--- src/rtl/bitwise_sched.sv ---
// bitwise_sched: round-robin scheduler sharing one 3-bit bitwise datapath among NREQ requesters.
// Optional BITWISE_SCHED_STATS_EN adds a 16-bit completed-response counter output done_cnt.
module bitwise_sched #(
  parameter int NREQ = 4
) (
  input  logic                     clk,
  input  logic                     rst,
  input  logic [NREQ-1:0]          req_valid,
  input  logic [3*NREQ-1:0]        req_x,
  input  logic [3*NREQ-1:0]        req_y,
  output logic [NREQ-1:0]          req_ready,
  output logic [2:0]               op_x,
  output logic [2:0]               op_y,
  input  logic                     op_z,
  output logic                     rsp_valid,
  output logic [$clog2(NREQ)-1:0]  rsp_id,
  output logic                     rsp_z,
  input  logic                     rsp_ready,
  output logic                     busy
`ifdef BITWISE_SCHED_STATS_EN
  ,
  output logic [15:0]              done_cnt
`endif
);
  localparam int IW = $clog2(NREQ);
  typedef enum logic [1:0] {IDLE, ISSUE, SAMPLE, RESP} state_t;
  state_t        state_q;
  logic [IW-1:0] ptr_q, id_q, win, idx;
  logic [2:0]    x_q, y_q;
  logic          z_q, act;
  // Descending scan so the closest requester after ptr_q is the last assignment.
  always_comb begin
    win = ptr_q;
    idx = ptr_q;
    for (int k = NREQ; k >= 1; k--) begin
      idx = IW'((int'(ptr_q) + k) % NREQ);
      if (req_valid[idx]) win = idx;
    end
  end
  assign req_ready = (state_q == IDLE && |req_valid) ? {{(NREQ-1){1'b0}}, 1'b1} << win : '0;
  assign act       = state_q == ISSUE || state_q == SAMPLE;
  assign op_x      = act ? x_q : 3'd0;
  assign op_y      = act ? y_q : 3'd0;
  assign rsp_valid = state_q == RESP;
  assign rsp_id    = rsp_valid ? id_q : '0;
  assign rsp_z     = rsp_valid & z_q;
  assign busy      = state_q != IDLE;
  always_ff @(posedge clk) begin
    if (rst) begin
      state_q <= IDLE;
      ptr_q   <= IW'(NREQ - 1);
      id_q    <= '0;
      x_q     <= '0;
      y_q     <= '0;
      z_q     <= 1'b0;
    end else begin
      case (state_q)
        IDLE: if (|req_valid) begin
          state_q <= ISSUE;
          ptr_q   <= win;
          id_q    <= win;
          x_q     <= req_x[3*win +: 3];
          y_q     <= req_y[3*win +: 3];
        end
        ISSUE:  state_q <= SAMPLE;
        SAMPLE: begin
          z_q     <= op_z;
          state_q <= RESP;
        end
        RESP: if (rsp_ready) state_q <= IDLE;
      endcase
    end
  end
`ifdef BITWISE_SCHED_STATS_EN
  logic [15:0] done_cnt_q;
  always_ff @(posedge clk)
    if (rst) done_cnt_q <= '0;
    else if (rsp_valid && rsp_ready) done_cnt_q <= done_cnt_q + 16'd1;
  assign done_cnt = done_cnt_q;
`endif
endmodule

--- config.mk ---
export PLATFORM = sky130hd
export DESIGN_NAME = bitwise_sched
export DESIGN_NICKNAME = d
export VERILOG_FILES = /design/src/rtl/bitwise_sched.sv
export SDC_FILE = /design/constraint.sdc
export NUM_CORES = 1
export LEC_CHECK = 0
export ABC_AREA = 1
export CORE_UTILIZATION = 42
export CTS_CLUSTER_SIZE = 12
export DETAILED_ROUTE_END_ITERATION = 10
export GPL_TIMING_DRIVEN = 0
export PLACE_DENSITY = 0.79
export SETUP_SLACK_MARGIN = 0.2
export SYNTH_ARGS = -nofsm -noshare
export SYNTH_HDL_FRONTEND = slang
export SYNTH_SLANG_ARGS = --single-unit
--- constraint.sdc ---
create_clock -name clk -period 1.8 [get_ports clk]
set_input_delay 0.27 -clock clk [delete_from_list [all_inputs] [get_ports clk]]
set_output_delay 0.27 -clock clk [all_outputs]
set_load 0.03 [all_outputs]
==> results.json <==
{
  "num_rows": 18,
  "drv_cap": 0,
  "crit_slowest_cell": "dfxtp_2",
  "dieHeight_um": 53.6,
  "cts_htree_levels": 1,
  "cp_cell_sequence": "inv_4 -> nand2_1 -> nand2_4 -> nand2_2 -> nand2_2 -> inv_4 -> nand3_4 -> nand2_4 -> inv_4 -> nor2_4 -> inv_2 -> nor2_4 -> buf_6",
  "combPwrFrac_pct": 84.1,
  "clkPwrFrac_pct": 4.4,
  "ff_latch_area_sq_um": 265,
  "cts_buffer_depth": 2,
  "drive_gt1_share_pct": 37.5,
  "intPower_mw": 2.04,
  "min-delay-start": "rst",
  "crit_fanout": 5,
  "synth_warnings": 0,
  "antenna_cells": 0,
  "synth_cell_types": 25,
  "cts_made_buffers": 3,
  "worst_setup_path_start_kind": "register",
  "arrival_ns": 1.91,
  "clock_latency_ns": 0.29,
  "gp_congestion": 0.751,
  "post-place-ws_ns": -1.11,
  "ys_seq_elements": 13,
  "maxSlewHeadroom_pct": 71.1,
  "p_switching_mw": 2.28,
  "timing.critical_path.buf_inv": 5,
  "power_density_nw_per_um2": 2110,
  "tightestPinTransition_ns": 0.429,
  "dr.pass1.iters": 5,
  "slew_violations": 0,
  "crit_required_ns": 1.53,
  "multi_input_area_sq_um": 880,
  "dpl.hpwl_mm": 2.07,
  "rsz0062_at_grt": "true",
  "initial_utilization_pct": 44.7,
  "cts_tree": "yes",
  "first_global_vias": 1225,
  "grt-ovfl-total": 0,
  "tns_ns": -1.86,
  "grt_max_degree": 11,
  "routed_wl_mm": 3.79,
  "die_area_sq_um": 2870,
  "worstSetupPathType": "reg2out",
  "layout_commonest_cell": "inv_1",
  "path_delay_family": "simple AND/OR/NAND/NOR gates",
  "hp-class": "in2reg",
  "max_freq_ghz": 0.458,
  "area_delta_synth_final_pct": 83.0,
  "crit_path_end_kind": "primary output",
  "fin_skew_ns": 0.0156,
  "hold_slack_ns": 0.336,
  "numClockSinks": 13,
  "p_sw_share_pct": 52.8,
  "fillers": 176,
  "grt_use_total_pct": 24.7,
  "post-route-period-util_pct": 121,
  "layout_common_cells": "inv_1 (40), nand2_1 (37), clkdlybuf4s50_1 (26)",
  "seq_area_frac_synth_pct": 23.3,
  "seqPwrFrac_pct": 11.6,
  "violations": "setup timing",
  "synth_nets": 235,
  "r2r-start": "ptr_q[0]$_SDFFE_PP1P_",
  "crit_start": "ptr_q[1]$_SDFFE_PP1P_",
  "finalInstanceArea_sq_um": 2050,
  "final_cells": 297,
  "grt_first_pass_wirelength_mm": 5.04,
  "num_vias": 1488,
  "drc": 0,
  "placed_area_sq_um": 1660,
  "power.leakage_nw": 1.12,
  "viasPerCell": 5.01,
  "setup_violations": 12,
  "drt-initial-drc-count": 33,
  "post_drt_wl_per_cell_um": 12.7,
  "fp.coreArea_sq_um": 2500,
  "ir_worst_vdd_v": 0.00143,
  "antenna_found_initial": 0,
  "min_period_ns": 2.18,
  "final_hold_viol_count": 0,
  "cts_root_buf": "clkbuf_4",
  "fin_ws_ns": -0.381,
  "clk_pin_slew_worst_paths_ns": 0.09,
  "numPlacedInstances": 274,
  "portBuffers": 45,
  "cts_hold_buf": 0,
  "num-nets-final": 304,
  "cp_common_cell": "inv_4",
  "critPathMaxStageDelay_ns": 0.43,
  "synth.avg_cell_area_sq_um": 5.62,
  "synth_area_sq_um": 1120,
  "pin_count": 47,
  "postRouteAntennaNets": 0,
  "die_x_um": 53.6,
  "status": "complete, but fails checks",
  "syn_inst": 199
}
[power groups by stage]
stage | Sequential, mW | Combinational, mW | Clock (mW)
floorplan | 0.460 | 1.85 | 0
global placement | 0.471 | 2.43 | 0
detailed placement | 0.475 | 2.47 | 0
CTS | 0.475 | 3.06 | 0.192
global route | 0.514 | 3.87 | 0.199
finish | 0.498 | 3.62 | 0.188
[worst register-to-register path: cells and delay by family, from the launching register on]
kind,cells,cell delay [ns]
simple gates,11,0.89
buf+inv,5,0.57
flops,1,0.35
[flip-flops by register name, summed over array words and instances (netlist names)]
name	flops
x_q	3
y_q	3
id_q	2
ptr_q	2
state_q	2
z_q	1
[through the flow]
step                total power, mW  utilization (%)
floorplan                      2.31                -
global placement               2.91             66.4
detailed placement             2.94             66.4
CTS                            3.72             74.9
global route                   4.59             81.9
finish                         4.31             81.9
[Yosys cell counts (all sizes together)]
| library cell | count | area [sq um] |
|---|---|---|
| nand2 | 60 | 243 |
| inv | 50 | 190 |
| nand3 | 27 | 140 |
| nor2 | 20 | 75.1 |
| dfxtp | 13 | 260 |
| o21ai | 6 | 30.0 |
| a21oi | 4 | 20.0 |
| buf | 4 | 35.0 |
| ha | 4 | 50.1 |
| clkbuf | 2 | 7.51 |
| nand3b | 2 | 15.0 |
| o211ai | 2 | 15.0 |
| a211oi | 1 | 7.51 |
| nand4 | 1 | 6.26 |
| nor3 | 1 | 5.00 |
| nor3b | 1 | 12.5 |
| nor4 | 1 | 6.26 |
[area by class of cell]
| cell class | instances | area share, % |
|---|---|---|
| Multi-Input combinational cell | 130 | 43.0 |
| Timing Repair Buffer | 64 | 28.1 |
| Sequential cell | 13 | 13.0 |
| Inverter | 50 | 10.3 |
| Buffer | 6 | 2.57 |
| Tap cell | 30 | 1.83 |
| Clock buffer | 4 | 1.28 |
[metal layers]
metal / part of all wire, % / vias to the layer above / GRT usage, %
li1: - / 738 / -
met1: 38 / 654 / 27.8
met2: 51 / 84 / 41.7
met3: 7.6 / 12 / 6.78
met4: 3.2 / 0 / 14.0
met5: 0 / - / 0
[cell families (layout without fill, tap and decap cells)]
family,Yosys count,in the layout,share of synthesized area (%)
adder cells (fa/ha/maj),4,4,4.47
buffers and inverters,56,124,20.8
AO/OA/AOI/OAI,13,13,6.49
AND/OR/NAND/NOR,113,113,45.0
flip-flops,13,13,23.3
[what timing repair did]
action	CTS	global route
setup buffers	14	3
pin swaps	14	7
resized for setup	104	53
endpoints found under the setup margin	27	22
cloned	2	0
[path summary, 6_finish.rpt]
kind,slack [ns],cells past startpoint,to
max,-0.38,13,req_ready[2]
min,0.34,2,id_q[1]$_SDFFE_PP0P_
max reg2reg,-0.12,16,x_q[2]$_SDFFE_PP0P_
min reg2reg,0.50,2,id_q[1]$_SDFFE_PP0P_
No activity file was read; power rests on OpenSTA's default activity.
